$ cat config.mk
export PLATFORM = sky130hd
export DESIGN_NAME = mon_nchan_bb
export DESIGN_NICKNAME = d
export VERILOG_FILES = /design/src/rtl/mon_nchan_bb.sv
export SDC_FILE = /design/constraint.sdc
export NUM_CORES = 1
export LEC_CHECK = 0
export CORE_MARGIN = 8
export CORE_UTILIZATION = 55
export DETAILED_ROUTE_END_ITERATION = 7
export PLACE_DENSITY = 0.74
export SETUP_SLACK_MARGIN = 0.1
export SLEW_MARGIN = 20
export SYNTH_ARGS = -nofsm -noshare
export SYNTH_HDL_FRONTEND = slang
export SYNTH_SLANG_ARGS = --single-unit
$ cat constraint.sdc
create_clock -name clk -period 4 [get_ports clk]
set_input_delay 0.4 -clock clk [delete_from_list [all_inputs] [get_ports clk]]
set_output_delay 0.4 -clock clk [all_outputs]
set_load 0.01 [all_outputs]
$ cat src/rtl/mon_nchan_bb.sv
// N-channel baseband monitor: per-channel second-order integrators snapshotted
// on samp into a daisy-chainable serial shift chain, with a sticky overrun flag.
module mon_nchan_bb #(
  parameter int NCH  = 2,
  parameter int DWI  = 16,
  parameter int RWI  = 28,
  parameter int DAVR = 3
) (
  input  logic               clk,
  input  logic               rst_n,
  input  logic [NCH*DWI-1:0] din,
  input  logic               samp,
  input  logic               clr,
  input  logic [RWI-1:0]     s_in,
  input  logic               g_in,
  output logic [RWI-1:0]     s_out,
  output logic               g_out,
  output logic               overrun
);

  localparam int             CW       = $clog2(NCH + 1);
  localparam logic [CW-1:0]  CNT_FULL = CW'(NCH);

  logic [RWI-1:0] i1_q    [NCH];
  logic [RWI-1:0] i1_d    [NCH];
  logic [RWI-1:0] i2_q    [NCH];
  logic [RWI-1:0] i2_d    [NCH];
  logic [RWI-1:0] chain_q [NCH];
  logic [RWI-1:0] chain_d [NCH];
  logic [NCH-1:0] gate_q, gate_d;
  logic [CW-1:0]  cnt_q, cnt_d;
  logic           ovr_q, ovr_d;

  // Scale by 2^DAVR, then sign-extend into the accumulator width.
  function automatic logic [RWI-1:0] widen(input logic [DWI-1:0] s);
    logic signed [DWI+DAVR-1:0] t;
    t = {s, {DAVR{1'b0}}};
    return RWI'(t);
  endfunction

  always_comb begin : integ_next
    for (int k = 0; k < NCH; k++) begin
      if (clr) begin
        i1_d[k] = '0;
        i2_d[k] = '0;
      end else begin
        i1_d[k] = i1_q[k] + widen(din[k*DWI +: DWI]);
        i2_d[k] = i2_q[k] + i1_q[k];
      end
    end
  end

  always_comb begin : chain_next
    // NOTE: every combinational output gets a default first so no path infers a latch.
    chain_d = chain_q;
    gate_d  = gate_q;
    if (samp) begin
      // Snapshot uses the registered i2, so a coincident clr still yields pre-clear data.
      for (int k = 0; k < NCH; k++) chain_d[k] = i2_q[k];
      gate_d = '1;
    end else begin
      for (int k = 0; k < NCH - 1; k++) begin
        chain_d[k] = chain_q[k+1];
        gate_d[k]  = gate_q[k+1];
      end
      chain_d[NCH-1] = s_in;
      gate_d[NCH-1]  = g_in;
    end
  end

  always_comb begin : ovr_next
    cnt_d = cnt_q;
    ovr_d = ovr_q;
    if (samp) begin
      cnt_d = CW'(1);
      if (cnt_q < CNT_FULL) ovr_d = 1'b1;
    end else if (cnt_q != CNT_FULL) begin
      cnt_d = cnt_q + CW'(1);
    end
  end

  // NOTE: sequential state uses non-blocking assignment so all registers update together.
  always_ff @(posedge clk) begin
    if (!rst_n) begin
      // NOTE: these arrays are datapath registers, not RAM, so they are reset explicitly.
      for (int k = 0; k < NCH; k++) begin
        i1_q[k]    <= '0;
        i2_q[k]    <= '0;
        chain_q[k] <= '0;
      end
      gate_q <= '0;
      cnt_q  <= '0;
      ovr_q  <= 1'b0;
    end else begin
      i1_q    <= i1_d;
      i2_q    <= i2_d;
      chain_q <= chain_d;
      gate_q  <= gate_d;
      cnt_q   <= cnt_d;
      ovr_q   <= ovr_d;
    end
  end

  assign s_out   = chain_q[0];
  assign g_out   = gate_q[0];
  assign overrun = ovr_q;

endmodule
Yosys cells after proc, flatten, opt, wreduce, memory -nomap -nowiden
Index checks and enable logic that the tools add are counted.
{ "totals": {"regBits": 173, "input_bits": 65, "output_inout_bits": 30, "wordCells": 26} }
{ "classes": {"addsub": 5, "order_cmp": 1, "n_eq_ne": 1, "muxes": 4, "bitwise_logic": 1, "n_reduce_logical": 4} }
{ "ops": {"columns": ["op", "n"], "rows": [
  ["28-bit adder", 4],
  ["56-bit two-way mux", 1],
  ["2-bit OR reduction", 2],
  ["2-bit by 1-bit adder with 2-bit output, second input constant", 1],
  ["2-bit less-than comparator, second input constant", 1],
  ["1-bit two-way mux", 2],
  ["2-bit two-way mux", 1],
  ["2-bit inequality test, second input constant", 1],
  ["2-bit AND reduction", 1],
  ["2-bit nonzero test", 1],
  ["1-bit inverter", 1]
]} }

Logic depth before layout (Yosys ltp)
{ "depth": {"word_depth": 3, "mapped_depth": 9} }

Worst setup path before layout
Ideal clock, no wire load.
{ "synth_timing": {"path_type": "input -> register", "from": "in din[0]", "to": "reg i1_q[49] in the netlist's numbering", "arrival_ns": 2.263, "required_ns": 3.872, "path_slack_ns": 1.610, "cell_stages": 9, "n_path_buf": 0, "path_cell_list": "ha_1 -> fa_1 -> a211oi_1 -> o21ai_1 -> a21oi_1 -> o31ai_1 -> a41oi_1 -> xor2_1 -> nor2_1"} }
{ "synth_via": {"elab_chain_len": 1} }
{ "synth_rtl": {"columns": ["element", "line_no", "rtl"], "rows": [
  ["start, declared", "11", "input logic [NCH*DWI-1:0] din,"],
  ["28-bit adder", "47", "i1_d[k] = i1_q[k] + widen(din[k*DWI +: DWI]);"],
  ["end signal, assigned", "95", "i1_q <= i1_d;"],
  ["end, declared", "24", "logic [RWI-1:0] i1_q [NCH];"]
]} }
No other way between the ends.
A chain may end at the register's enable or synchronous reset.

Final worst setup path
{ "layout_timing": {"from": "reg i1_q[31] in the netlist's numbering", "to": "reg i2_q[51] in the netlist's numbering"} }
{ "layout_via": {"elab_chain_len": 1} }
{ "layout_rtl": {"columns": ["element", "line_no", "rtl"], "rows": [
  ["28-bit adder", "48", "i2_d[k] = i2_q[k] + i1_q[k];"],
  ["end signal, assigned", "96", "i2_q <= i2_d;"],
  ["end, declared", "26", "logic [RWI-1:0] i2_q [NCH];"]
]} }
No other way between the ends.

==> results.sh <==
export IMPL_slowest_stage="fa_1"
export IMPL_utilization_pct=64.0
export IMPL_cp_arrival_ns=3.08
export IMPL_grt_pass1_wl_um=35900
export IMPL_timing_final_crit_share_pct=69.1
export IMPL_clock_sinks=161
export IMPL_drv_slew=0
export IMPL_dieArea_sq_um=22400
export IMPL_cp_cell_sequence="ha_1, fa_1, a211oi_1, nor2_1, o211ai_1, a31oi_1, nor3_2, o21ai_1, mux2_1"
export IMPL_synthSimpleGateAreaFrac_pct=17.9
export IMPL_syn_num_nets=1257
export IMPL_drive_above_1_share_pct=5.26
export IMPL_synth_top_family_by_area="compound AO/OA/AOI/OAI gates"
export IMPL_antenna_found_initial=0
export IMPL_grt_use_total_pct=19.7
export IMPL_synth_edff_count=0
export IMPL_reg2reg_from="i1_q[31]"
export IMPL_htree_levels=4
export IMPL_setup_viol=0
export IMPL_die_x_um=150
export IMPL_fin_worst_skew_ns=0.0106
export IMPL_synth_seq_cells=161
export IMPL_relSlewSlack_pct=40.2
export IMPL_synth_xor_xnor_area_share_pct=5.88
export IMPL_cts_resized=0
export IMPL_async_flop_share_pct=0
export IMPL_grt_overflow=0
export IMPL_port_buffers=94
export IMPL_fmaxAchievable_mhz=362
export IMPL_root_buffer="clkbuf_16"
export IMPL_crit_path_start_kind="register"
export IMPL_cts_made_buffers=17
export IMPL_holdCritPathClass="register to register"
export IMPL_switching_share_pct=27.0
export IMPL_drtPass1Iterations=5
export IMPL_synth_main_ff_cell="dfxtp_1"
export IMPL_antenna_cells=0
export IMPL_netlist_area_sq_um=9820
export IMPL_insertion_delay_ns=0.43
export IMPL_drtAntennaViolNets=0
export IMPL_seq_area_frac_synth_pct=32.8
export IMPL_dpl_hpwl_um=16300
export IMPL_cts_clk_slew_worst_paths_ns=0.06
export IMPL_internal_power_mw=3.22
export IMPL_synth_common_cells="161 x dfxtp_1, 110 x nor2_1, 97 x ha_1"
export IMPL_setup_worst_path_class="register to register"
export IMPL_synth_area_mux_share_pct=5.62
export IMPL_synth_top_area_share_pct=32.8
export IMPL_drc=0
export IMPL_period_minus_slack_ns=2.76
export IMPL_synth_compound_area_share_pct=19.7
export IMPL_syn_mean_instance_area_sq_um=9.00
export IMPL_cts_tree="done"
export IMPL_cts_setup_buffers=0
export IMPL_cts_hold_buf=0
export IMPL_rows=49
export IMPL_design_portCount=95
export IMPL_cap_violations=0
export IMPL_synthAdderAreaFrac_pct=13.2
export IMPL_worstPathBufferInverterCount=0
export IMPL_peakVddDrop_uv=324
export IMPL_slowest_delay_ns=0.44
export IMPL_synth_cell_types=78
export IMPL_syn_inst=1091
export IMPL_power_switching_mw=1.19
export IMPL_synth_area_leaders="dfxtp_1 33%, ha_1 12%, mux2i_1 5.5%"
export IMPL_status="finished clean"
export IMPL_die_h_um=150
export IMPL_tightest_slew_ns=0.897
export IMPL_grt_pass1_vias=7462
export IMPL_p_leak_nw=5.00
export IMPL_vias_per_cell=5.60
export IMPL_seqPwrFrac_pct=39.9
export IMPL_synth_most_common_cell="dfxtp_1"
export IMPL_path_max_fanout=4
export IMPL_dr_total_vias=7785
export IMPL_yosysTopAreaCell="dfxtp_1"
export IMPL_crit_start="i1_q[31]"
export IMPL_syn_to_final_growth_pct=15.5
export IMPL_critical_path_top_delay_family="compound AO/OA/AOI/OAI gates"
export IMPL_synth_warnings=0
export IMPL_drt_iter0_drc=507
export IMPL_total_power_mw=4.41
export IMPL_cp_required_ns=4.31
export IMPL_hp_start="chain_q[2]"
export IMPL_gp_routability_congestion=0.894
export IMPL_max_clock_path_buffers=2
export IMPL_wl_um=21700
export IMPL_initial_core_util_pct=55.4
export IMPL_power_density_nw_per_um2=388
export IMPL_nets=1313
export IMPL_grt_max_degree=57
export IMPL_worstSetupEndpointType="register"
export IMPL_hold_violations=0
export IMPL_wire_per_inst_um=15.7
export IMPL_rsz0062_at_grt="false"
export IMPL_combPwrFrac_pct=19.5
export IMPL_power_frac_clock_pct=40.6
export IMPL_setup_tns_final_ns=0
export IMPL_core_sq_um=17700
-- per-layer routing --
layer  global-route usage [%]  part of all wire, %  up-vias
li1                         -                    -     4048
met1                     25.1                   48     3581
met2                     33.3                   47      135
met3                     2.72                  3.4       21
met4                     7.42                  1.6        0
met5                        0                    0        -
-- sequential cells by signal (all words and copies together), names as in the netlist --
| name | flops |
|---|---|
| cnt_q | 2 |
| s_out | 28 |
| gate_q | 2 |
| i1_q | 50 |
| i2_q | 50 |
| chain_q | 28 |
| overrun | 1 |
-- cell type report --
cell class / instances / area (sq um)
fillers: 1501 / 6370
multi-input cells: 845 / 6120
repair buffers: 100 / 981
clock buffers: 19 / 443
clock inverters: 13 / 208
flip-flops and latches: 161 / 3220
inverters: 22 / 82.6
well taps: 229 / 287
-- worst paths after layout --
path | end | slack (ns) | cells past startpoint
worst max-delay path | i2_q[51] | 1.24 | 9
worst min-delay path | s_out[2] | 0.43 | 1
worst max register to register | i2_q[51] | 1.24 | 9
worst min register to register | s_out[2] | 0.43 | 1
-- through the flow --
step | setup WS (ns) | hold WS, ns | area (sq um) | cells
floorplan | 1.61 | 0.405 | 9820 | 1091
global placement | 0.970 | 0.409 | 10700 | 1357
detailed placement | 0.913 | 0.414 | 10700 | 1357
CTS | 1.20 | 0.429 | 11300 | 1389
global route | 1.09 | 0.451 | 11300 | 1389
finish | 1.24 | 0.426 | 11300 | 1389
-- power groups by stage --
stage	registers [mW]	clock network [mW]	logic, mW
floorplan	1.77	0	0.661
global placement	1.79	0	0.841
detailed placement	1.80	0	0.847
CTS	1.76	1.82	0.856
global route	1.77	1.88	0.959
finish	1.76	1.79	0.860
-- kinds of logic after synthesis --
logic type,after synthesis
flops,161
mux,55
xor+xnor,66
compound gates,278
fa+ha+maj,101
simple gates,345
buf+inv,85
-- worst register-to-register path, delay by kind of cell (launching register included) --
kind / cells / cell delay (ns)
adders and majority gates: 2 / 0.67
muxes: 1 / 0.32
and+or+nand+nor: 2 / 0.41
AOI/OAI and AO/OA: 4 / 0.93
DFF: 1 / 0.32
-- cells in the final DEF, fill, tap and decap left out, types with 11 or more instances in the layout --
cell and instances:
o21ai_0 39, o21a_1 14, nand2_1 45, nor3_1 20, clkbuf_16 17, xnor2_1 30
dfxtp_1 161, a21oi_1 69, mux2i_1 54, and3_1 13, ha_1 97, nand4_1 13
nor2b_1 61, xor2_1 36, a211oi_1 21, o21bai_1 11, a31oi_1 12, nor2_1 110
clkdlybuf4s50_1 93, a21o_1 43, nand3_1 19, inv_1 22, and2_1 24
Note: power is estimated with default switching activity, not from simulation.
